$ cat src/rtl/eq_band_scheduler.sv
// Weighted band summer: one shared multiplier walks NUM_BANDS samples, the sum is saturated to DATA_W.
// Latency: out_valid rises NUM_BANDS edges after accept. Backpressure: result held in OUTPUT until out_ready; in_ready only in IDLE.
// Shadow/active gain banks; a commit lands on an IDLE cycle so a sample never sees mixed gain sets.
module eq_band_scheduler #(
    parameter int DATA_W    = 10,
    parameter int GAIN_W    = 10,
    parameter int GAIN_FRAC = 8,
    parameter int NUM_BANDS = 10,
    parameter int ADDR_W    = $clog2(NUM_BANDS)
) (
    input  logic                        clk,
    input  logic                        reset,
    input  logic                        in_valid,
    output logic                        in_ready,
    input  logic [NUM_BANDS*DATA_W-1:0] band_in,
    input  logic                        gain_wr_en,
    input  logic [ADDR_W-1:0]           gain_wr_addr,
    input  logic [GAIN_W-1:0]           gain_wr_data,
    input  logic                        gain_commit,
    output logic                        out_valid,
    input  logic                        out_ready,
    output logic [DATA_W-1:0]           data_out_gain,
    output logic                        sat_flag,
    output logic                        busy
);
    localparam int PROD_W = DATA_W + GAIN_W;
    localparam int ACC_W  = PROD_W + ADDR_W;
    localparam logic signed [ACC_W-1:0] SAT_MAX = ACC_W'((2 ** (DATA_W - 1)) - 1);
    localparam logic signed [ACC_W-1:0] SAT_MIN = ACC_W'(-(2 ** (DATA_W - 1)));

    typedef enum logic [1:0] {IDLE, ACCUM, OUTPUT} state_t;
    state_t state, state_nxt;

    logic [NUM_BANDS*DATA_W-1:0] band_q;
    logic [GAIN_W-1:0]           shadow [NUM_BANDS];
    logic [GAIN_W-1:0]           active [NUM_BANDS];
    logic                        commit_pending;
    logic [ADDR_W-1:0]           idx;
    logic signed [ACC_W-1:0]     acc, acc_nxt, shifted;
    logic signed [DATA_W-1:0]    cur_band;
    logic signed [GAIN_W:0]      cur_gain;
    logic signed [PROD_W:0]      prod;
    logic [DATA_W-1:0]           sat_val;
    logic                        sat_hit;
    logic                        last;

    assign in_ready = (state == IDLE);
    assign busy     = (state != IDLE);
    assign last     = (idx == ADDR_W'(NUM_BANDS - 1));

    // Gain is zero-extended so the multiply stays signed without reinterpreting the top gain bit.
    always_comb begin
        cur_band = band_q[idx*DATA_W +: DATA_W];
        cur_gain = {1'b0, active[idx]};
        prod     = cur_band * cur_gain;
        acc_nxt  = acc + ACC_W'(prod);
        shifted  = acc_nxt >>> GAIN_FRAC;
        sat_hit  = 1'b0;
        sat_val  = shifted[DATA_W-1:0];
        if (shifted > SAT_MAX) begin
            sat_hit = 1'b1;
            sat_val = SAT_MAX[DATA_W-1:0];
        end else if (shifted < SAT_MIN) begin
            sat_hit = 1'b1;
            sat_val = SAT_MIN[DATA_W-1:0];
        end
    end

    always_ff @(posedge clk or negedge reset) begin
        if (!reset) state <= IDLE;
        else        state <= state_nxt;
    end

    always_comb begin
        state_nxt = state;
        case (state)
            IDLE:    if (in_valid)  state_nxt = ACCUM;
            ACCUM:   if (last)      state_nxt = OUTPUT;
            OUTPUT:  if (out_ready) state_nxt = IDLE;
            default: state_nxt = IDLE;
        endcase
    end

    always_ff @(posedge clk or negedge reset) begin
        if (!reset) begin
            band_q        <= '0;
            acc           <= '0;
            idx           <= '0;
            out_valid     <= 1'b0;
            data_out_gain <= '0;
            sat_flag      <= 1'b0;
        end else begin
            case (state)
                IDLE: begin
                    if (in_valid) begin
                        band_q <= band_in;
                        acc    <= '0;
                        idx    <= '0;
                    end
                end
                ACCUM: begin
                    acc <= acc_nxt;
                    idx <= idx + 1'b1;
                    if (last) begin
                        data_out_gain <= sat_val;
                        sat_flag      <= sat_hit;
                        out_valid     <= 1'b1;
                    end
                end
                OUTPUT: if (out_ready) out_valid <= 1'b0;
                default: out_valid <= 1'b0;
            endcase
        end
    end

    // The active copy reads shadow before this edge's write, so a same-cycle write waits for the next commit.
    always_ff @(posedge clk or negedge reset) begin
        if (!reset) begin
            for (int b = 0; b < NUM_BANDS; b++) begin
                shadow[b] <= '0;
                active[b] <= '0;
            end
            commit_pending <= 1'b0;
        end else begin
            if (state == IDLE) begin
                if (gain_commit || commit_pending) begin
                    active         <= shadow;
                    commit_pending <= 1'b0;
                end
            end else if (gain_commit) begin
                commit_pending <= 1'b1;
            end
            if (gain_wr_en && (int'(gain_wr_addr) < NUM_BANDS))
                shadow[gain_wr_addr] <= gain_wr_data;
        end
    end
endmodule

$ cat config.mk
export PLATFORM = sky130hd
export DESIGN_NAME = eq_band_scheduler
export DESIGN_NICKNAME = d
export VERILOG_FILES = /design/src/rtl/eq_band_scheduler.sv
export SDC_FILE = /design/constraint.sdc
export NUM_CORES = 1
export LEC_CHECK = 0
export CORE_ASPECT_RATIO = 1.4
export CORE_MARGIN = 4
export CORE_UTILIZATION = 50
export DETAILED_ROUTE_END_ITERATION = 7
export PLACE_DENSITY = 0.77
export SKIP_LAST_GASP = 1
export SYNTH_ARGS = -nofsm -noshare
export SYNTH_HDL_FRONTEND = slang
export SYNTH_SLANG_ARGS = --single-unit
export TNS_END_PERCENT = 20
$ cat constraint.sdc
create_clock -name clk -period 8.6 [get_ports clk]
set_input_delay 1.72 -clock clk [delete_from_list [all_inputs] [get_ports clk]]
set_output_delay 1.72 -clock clk [all_outputs]
set_load 0.02 [all_outputs]
; After elaboration in Yosys (flattened, before gate mapping)
; Index checks and enable logic that the tools add are counted.
[totals]
ff_bits = 343
input_bits = 120
mem_bits_rw = 0
memories = 0
word_cells = 87
rom_bits = 0
latchBits = 0
[op_classes]
bitwise = 3
mux = 24
div_mod_pow = 0
eq_ne = 7
reduce_logical = 14
addsub = 2
shift = 1
n_mul = 2
n_lt_le_gt_ge = 6
[ops]
columns = operator, n
row1 = $bwmux 100, 1
row2 = $shiftx 100x9->10, 1
row3 = $mux 10, 5
row4 = $pmux 24 s2, 1
row5 = $bmux 10 s4, 1
row6 = $demux 10 s4, 1
row7 = $add 24x21->24, 1
row8 = $mux 24, 1
row9 = $mul 10x11->21, 1
row10 = $gt 16x10->1 const B, 1
row11 = $lt 16x10->1 const B, 1
row12 = $ge 5x5->1 const B, 2
row13 = $not 4->5, 2
row14 = $reduce_and 2->1, 5
row15 = $pmux 4 s2, 1
row16 = $mul 4x3->7 const B, 1
row17 = $mux 1, 7
row18 = $mux 2, 3
row19 = $ne 2x2->1 const B, 3
row20 = $pmux 2 s3, 1
row21 = $reduce_and 3->1, 2
row22 = $reduce_bool 2->1, 3
row23 = $lt 5x1->1 const B, 1
row24 = $add 4x1->4 const B, 1
row25 = other kinds (11), 12

; Longest topological paths before layout
; Gate-level depths: netlist (run 1).
[depth]
ltp_word = 9
mapped_depth = 28
mapped_depth_nobuf = 25

; Least setup slack after synthesis (run 1)
; No wires, ideal clock.
[synth_path]
path_kind = register to register
from = register idx[0]
to = register data_out_gain[0]
t_arrival_ns = 7.026
path_stages_with_launch = 26
n_path_buf = 5
setup_time_ns = 0.126
path_slack_ns = 1.448
cell_sequence = dfrtp_1 buf_6 buf_2 buf_2 buf_2 mux2_2 a22oi_1 o2bb2ai_1 nor2b_1 fa_1 fa_1 fa_1 fa_1 inv_1 fa_1 inv_1 ha_1 buf_2 a211o_1 a21oi_1 nand3_1 or3_1 o311a_1 nor4_2 a31oi_4 a221o_1
[synth_via]
elab_chain_len = 9
word_cells_on_any_way = 14
cone_classes = add/sub (1) / mul (2) / order compare (2) / eq/ne (1) / shift (1) / mux (5) / bitwise (1) / reduce/logical (1)
[synth_lines]
columns = item, line
row1 = start: declaration, 38  ; logic [ADDR_W-1:0] idx;
row2 = start signal: assignment, 103  ; idx <= idx + 1'b1;
row3 = branches (longest 9 deep; another with $add 24x21->24), -
row4 = end signal: assignment, 105  ; data_out_gain <= sat_val;
row5 = end: declaration, 22  ; output logic [DATA_W-1:0] data_out_gain,
; Several ways; the timed one is not identified. The select of a mux whose other input is x is not followed.
; A chain may end at the register's enable or synchronous reset.

; Worst setup path in the final report (run 1)
[layout_path]
from = register idx[1]
to = register data_out_gain[5]
; Same word-level chain as after synthesis.

==> results.yml, run 1 <==
run_status:
  run_status: "completed"
detailed_routing:
  drt_wl_total_um: 45230
  wl_per_cell_um: 21.31
  drt-met1-wl_um: 18120
  wl_met3_um: 1532
  drc: 0
  met2_length_um: 23890
  viasPerCell: 5.682
  antenna_left: 0
  dr.pass1.iters: 5
  drt_iter0_drc: 709
  vias: 12060
  top_layer_used: "met5"
cts:
  clockBufferDepth: 3
  clock_latency_ps: 540
  clk_pin_slew_ps: 70
  cts_hold_buf: 0
  ctsResizeCount: 0
  htreeDepth: 2
  cts_setup_buffers: 0
  cts_tree: "done"
  cts_sinks: 343
  root_buffer: "clkbuf_16"
  cts_buffers: 35
logic_synthesis:
  synth_flop_cell: "dfrtp_1"
  syn_area_sq_um: 19010
  ys_seq_area_share_pct: 45.16
  ys_seq_elements: 343
  synth_top_area_share_pct: 45.16
  yosysWarningCount: 0
  synth_edf_count: 0
  async_reset_ff_share_pct: 100.0
  synth_cells: 1496
  synth_nets: 1772
  ys_types: 68
  synth_area_leaders: "dfrtp_1 45%, mux2_2 19%, fa_1 8.7%, ha_1 4.8%, mux4_2 4.3%"
  avgSynthCellArea_sq_um: 12.71
  synth_top_cell_by_area: "dfrtp_1"
floorplanning:
  dieWidth_um: 172.8
  coreArea_sq_um: 37520
  num_rows: 84
  initial_core_util_pct: 50.66
  ios: 134
  die_area_sq_um: 41240
  die_h_um: 238.7
worst_setup_path:
  cp_common_cell: "fa_1"
  crit_chain: "buf_12 > mux4_2 > a22oi_1 > a2bb2oi_1 > inv_1 > nand2_1 > fa_1 > inv_1 > fa_1 > fa_1 > fa_1 > inv_1 > fa_1 > inv_1 > ha_1 > a21o_1 > a211oi_2 > o22ai_1 > a311oi_1 > nand2_1 > o31ai_4 > a221o_1"
  path_max_fanout: 32
  critical_path_class: "flop to flop"
  crit_required_ps: 9070
  cp-start-kind: "flop"
  max_stage_delay_ps: 760
  arrival_ps: 8480
  worst_setup_path_end_kind: "flop"
  cpMaxStageDelayCell: "a2bb2oi_1"
sta:
  worst_pin_slew_ps: 1132
  setup_ws_ps: 596.9
  tns_ps: 0
  max_freq_mhz: 125.0
  hold_viol_final: 0
  period_minus_slack_ps: 8003
  maxSlewHeadroom_pct: 24.50
  final-max-slew-violation-count: 0
  rsz0062_at_grt: "no"
  period_share_pct: 93.06
  skew_ps: 19.12
  hold_ws_ps: 487.1
  setup_violations: 0
final_layout:
  fin_nets: 1899
  area_growth_pct: 16.19
  mostFrequentLayoutCells: "341 x dfrtp_1, 321 x mux2_2, 154 x inv_1"
  drive_gt1_share_pct: 28.36
  multi_input_area_sq_um: 9555
  design_area_sq_um: 22090
  n_antenna_cell: 0
  fillCellCount: 2918
  seq_area_sq_um: 8588
  final_common_cell: "dfrtp_1"
place:
  place_hpwl_um: 32740
  pre_cts_slack_ps: 624.3
  place_area_sq_um: 20910
  gp_congestion: 0.9351
  port_buffers: 133
min_path:
  hp-class: "flop to flop"
grt:
  track_usage_pct: 22.28
  grt_antenna_before_repair: 1
  grt_max_degree: 105
  grt_pass1_vias: 13080
  grt_pass1_wl_um: 72460
  grt-ovfl-total: 0
flow_run:
  maxCapViolations: 0
## kinds of logic after synthesis
family | count (synthesis) | share of synthesized area (%)
AOI/OAI and AO/OA | 147 | 5.799
xor gates and xnor gates | 18 | 0.8689
adders and majority gates | 156 | 13.55
buffers and inverters | 230 | 4.706
DFF | 343 | 45.16
muxes | 362 | 23.80
and+or+nand+nor | 240 | 6.122
## cell usage after synthesis (all sizes together), types with 2 or more instances
master,number
a21oi,24
a311oi,2
o21a,9
or2,6
nand2b,7
o2bb2ai,13
or3,4
mux2,321
o21ai,27
buf,29
a211o,3
and4,4
a21o,10
xnor2,10
nor2,37
and3,2
a22oi,20
mux2i,2
a221o,9
o211ai,4
nand2,94
nand4,3
nor3b,4
nor4,2
mux4,39
clkbuf,46
a31oi,3
nand3b,3
nand3,35
inv,155
xor2,8
ha,73
o21bai,2
nor3,4
o22ai,2
a211oi,2
dfrtp,343
a2bb2oi,5
and2,13
nor2b,21
fa,83
## stage by stage
step | cells | util [%]
after detailed placement | 2059 | 55.72
after floorplan | 1496 | -
after global placement | 2059 | 55.72
final | 2123 | 58.86
after global routing | 2123 | 58.86
after CTS | 2123 | 58.86
## worst paths after layout
kind | startpoint | slack, ps | cells past startpoint | end
setup / recovery | idx[1]$_DFFE_PN0P_ | 600 | 22 | data_out_gain[5]$_DFFE_PN0P_
hold / removal | data_out_gain[9]$_DFFE_PN0P_ | 490 | 2 | data_out_gain[9]$_DFFE_PN0P_
setup reg to reg | idx[1]$_DFFE_PN0P_ | 600 | 22 | data_out_gain[5]$_DFFE_PN0P_
hold reg to reg | data_out_gain[9]$_DFFE_PN0P_ | 490 | 2 | data_out_gain[9]$_DFFE_PN0P_
max in group asynchronous | reset | 5750 | 2 | idx[1]$_DFFE_PN0P_
min in group asynchronous | reset | 1210 | 1 | shadow[32]$_DFFE_PN0P_
## per-layer routing
metal | global-route usage, % | up-vias
li1 | - | 5427
met1 | 27.20 | 6305
met2 | 40.59 | 246
met3 | 2.863 | 83
met4 | 8.495 | 2
met5 | 0 | -
## flip-flops by register name, summed over array words and instances (netlist names), 2 cells and up
name	cells
data_out_gain	10
state	2
idx	4
active	100
acc	24
band_q	100
shadow	100
## worst max-delay path, delay by kind of cell, from the launching register on
kind,cells,cell delay [ps]
flops,1,670
compound gates,8,2920
fa+ha+maj,6,2820
buf+inv,5,820
simple gates,2,340
mux,1,340
## final cells by class
type | count | area share [%]
Clock buffer | 49 | 4.526
Timing Repair Buffer | 165 | 7.195
Multi-Input combinational cell | 923 | 43.26
Inverter | 155 | 2.634
Clock inverter | 15 | 0.8158
Tap cell | 473 | 2.680
Sequential cell | 343 | 38.89
Power of run 1 is not shown: default switching activity piles up to over one toggle a cycle in this logic, so the estimate is an artifact.
==> run 2, diff against run 1 <==
ABC_AREA = 1   (was unset)
GPL_ROUTABILITY_DRIVEN = 0   (was unset)
HOLD_SLACK_MARGIN = 0.03   (was unset)
==> results.yml, run 2 <==
run_status:
  run_status: "completed"
worst_setup_path:
  arrival_ps: 7980
  path_max_fanout: 51
  max_stage_delay_ps: 810
  critical_path_class: "flop to flop"
  cp-start-kind: "flop"
  cpMaxStageDelayCell: "dfrtp_4"
  timing.rr.start: "idx[0]$_DFFE_PN0P_"
  worst_setup_path_end_kind: "flop"
  reg2reg_slack_ps: 1030
  critPathTopFamily: "adder cells"
  crit_required_ps: 9010
  worst_r2r_path_depth: 30
  r2r_end: "data_out_gain[3]$_DFFE_PN0P_"
  critPathBufInv: 8
grt:
  grt_max_degree: 197
  grt-ovfl-total: 0
  grt_pass1_vias: 15150
  grt_antenna_before_repair: 4
  track_usage_pct: 23.34
  grt_pass1_wl_um: 78100
detailed_routing:
  viasPerCell: 5.552
  antenna_left: 0
  drt_iter0_drc: 1021
  vias: 14560
  dr.pass1.iters: 5
  wl_per_cell_um: 18.35
  drc: 0
  drt_wl_total_um: 48140
logic_synthesis:
  synth.cells.most_frequent: "406 x nand2_1, 343 x dfrtp_1, 297 x inv_1"
  syn_area_sq_um: 19110
  synth_flop_cell: "dfrtp_1"
  synth_edf_count: 0
  ys_types: 37
  synth_nets: 2304
  synth_area_leaders: "dfrtp_1 45%, mux2_2 9.4%, fa_1 8.7%, nand2_1 8.0%, o21ai_0 6.1%"
  async_reset_ff_share_pct: 100.0
  synth_cells: 2028
  avgSynthCellArea_sq_um: 9.422
  ys_seq_area_share_pct: 44.92
  ys_seq_elements: 343
  yosysWarningCount: 0
  synth_top_area_share_pct: 44.92
  post-synth-top-count-cell: "nand2_1"
  synth_top_cell_by_area: "dfrtp_1"
cts:
  htreeDepth: 2
  cts_buffers: 35
  root_buffer: "clkbuf_16"
  ctsResizeCount: 0
  cts_hold_buf: 0
  cts_sinks: 343
  clock_latency_ps: 540
  cts_setup_buffers: 0
  clk_pin_slew_ps: 60
  clockBufferDepth: 3
  cts_tree: "done"
sta:
  setup_violations: 0
  worst_pin_slew_ps: 1063
  tns_ps: 0
  period_minus_slack_ps: 7569
  skew_ps: 20.66
  period_share_pct: 88.01
  maxSlewHeadroom_pct: 29.13
  rsz0062_at_grt: "no"
  hold_viol_final: 0
  max_freq_mhz: 132.1
  final-max-slew-violation-count: 0
final_layout:
  top_regs: "active: 100 flops, band_q: 100 flops, shadow: 100 flops"
  fin_nets: 2395
  mostFrequentLayoutCells: "405 x nand2_1, 342 x dfrtp_1, 296 x inv_1"
  final_common_cell: "nand2_1"
  multi_input_area_sq_um: 9001
  design_area_sq_um: 21970
  fillCellCount: 3219
  area_growth_pct: 14.96
  seq_area_sq_um: 8587
  drive_gt1_share_pct: 12.22
min_path:
  holdCritStartpoint: "active[40]$_DFFE_PN0P_"
  hp-class: "flop to flop"
  holdPathStages: 2
  holdPathEnd: "active[40]$_DFFE_PN0P_"
floorplanning:
  num_rows: 84
  ios: 134
  dieWidth_um: 173.2
  die_area_sq_um: 41450
  die_h_um: 239.3
  coreArea_sq_um: 37630
  initial_core_util_pct: 50.78
place:
  place_area_sq_um: 20810
  port_buffers: 133
  place_hpwl_um: 34470
flow_run:
  maxCapViolations: 0
run 2: how the worst max path moves through the flow:
| stage | startpoint | end | cells after the start |
|---|---|---|---|
| 2_1_floorplan | idx[0]$_DFFE_PN0P_ | data_out_gain[0]$_DFFE_PN0P_ | 32 |
| 3_3_place_gp | idx[0]$_DFFE_PN0P_ | data_out_gain[1]$_DFFE_PN0P_ | 29 |
| 3_5_place_dp | idx[0]$_DFFE_PN0P_ | data_out_gain[4]$_DFFE_PN0P_ | 30 |
| 4_1_cts | idx[0]$_DFFE_PN0P_ | data_out_gain[3]$_DFFE_PN0P_ | 30 |
| 5_1_grt | idx[0]$_DFFE_PN0P_ | data_out_gain[3]$_DFFE_PN0P_ | 31 |
| 6_report | idx[0]$_DFFE_PN0P_ | data_out_gain[3]$_DFFE_PN0P_ | 30 |
run 2: cell type report:
class,count,area share (%)
Tap cell,473,2.694
Timing Repair Buffer,152,6.846
Clock inverter,10,0.3645
Antenna cell,6,0.06835
Inverter,300,5.126
Clock buffer,52,4.836
Sequential cell,343,39.09
Multi-Input combinational cell,1287,40.98
run 2: logic make-up (layout without fill, tap and decap cells):
family,Yosys count,after routing,share of synthesized area (%)
flops,343,343,44.92
mux,169,169,9.901
fa+ha+maj,156,156,13.48
other cells,0,6,0
simple gates,585,585,11.98
compound gates,363,363,11.01
xor+xnor,14,14,0.6417
buf+inv,398,514,8.074
run 2: worst min-delay path, cell delays in order, from the launching register on:
cell	delay (ps)
dfrtp_1	340
nand2_1	50
o21ai_0	60
run 2: metrics by stage:
stage / hold slack, ps / cells / setup WS, ps / utilization [%]
6_report: 480.5 / 2623 / 1031 / 58.38
4_1_cts: 483.6 / 2617 / 1104 / 58.34
2_1_floorplan: 447.8 / 2028 / 2629 / -
3_5_place_dp: 467.7 / 2555 / 1138 / 55.31
3_3_place_gp: 461.8 / 2555 / 1331 / 55.31
5_1_grt: 503.5 / 2623 / 405.5 / 58.38
run 2: metal layers:
metal / up-vias / wire length (um) / track usage, %
met4: 0 / 2809 / 12.61
met2: 549 / 24190 / 40.32
li1: 6735 / - / -
met1: 7109 / 18050 / 28.29
met3: 171 / 3083 / 3.600
met5: - / 0 / 0
Power of run 2 is left out for the same reason.
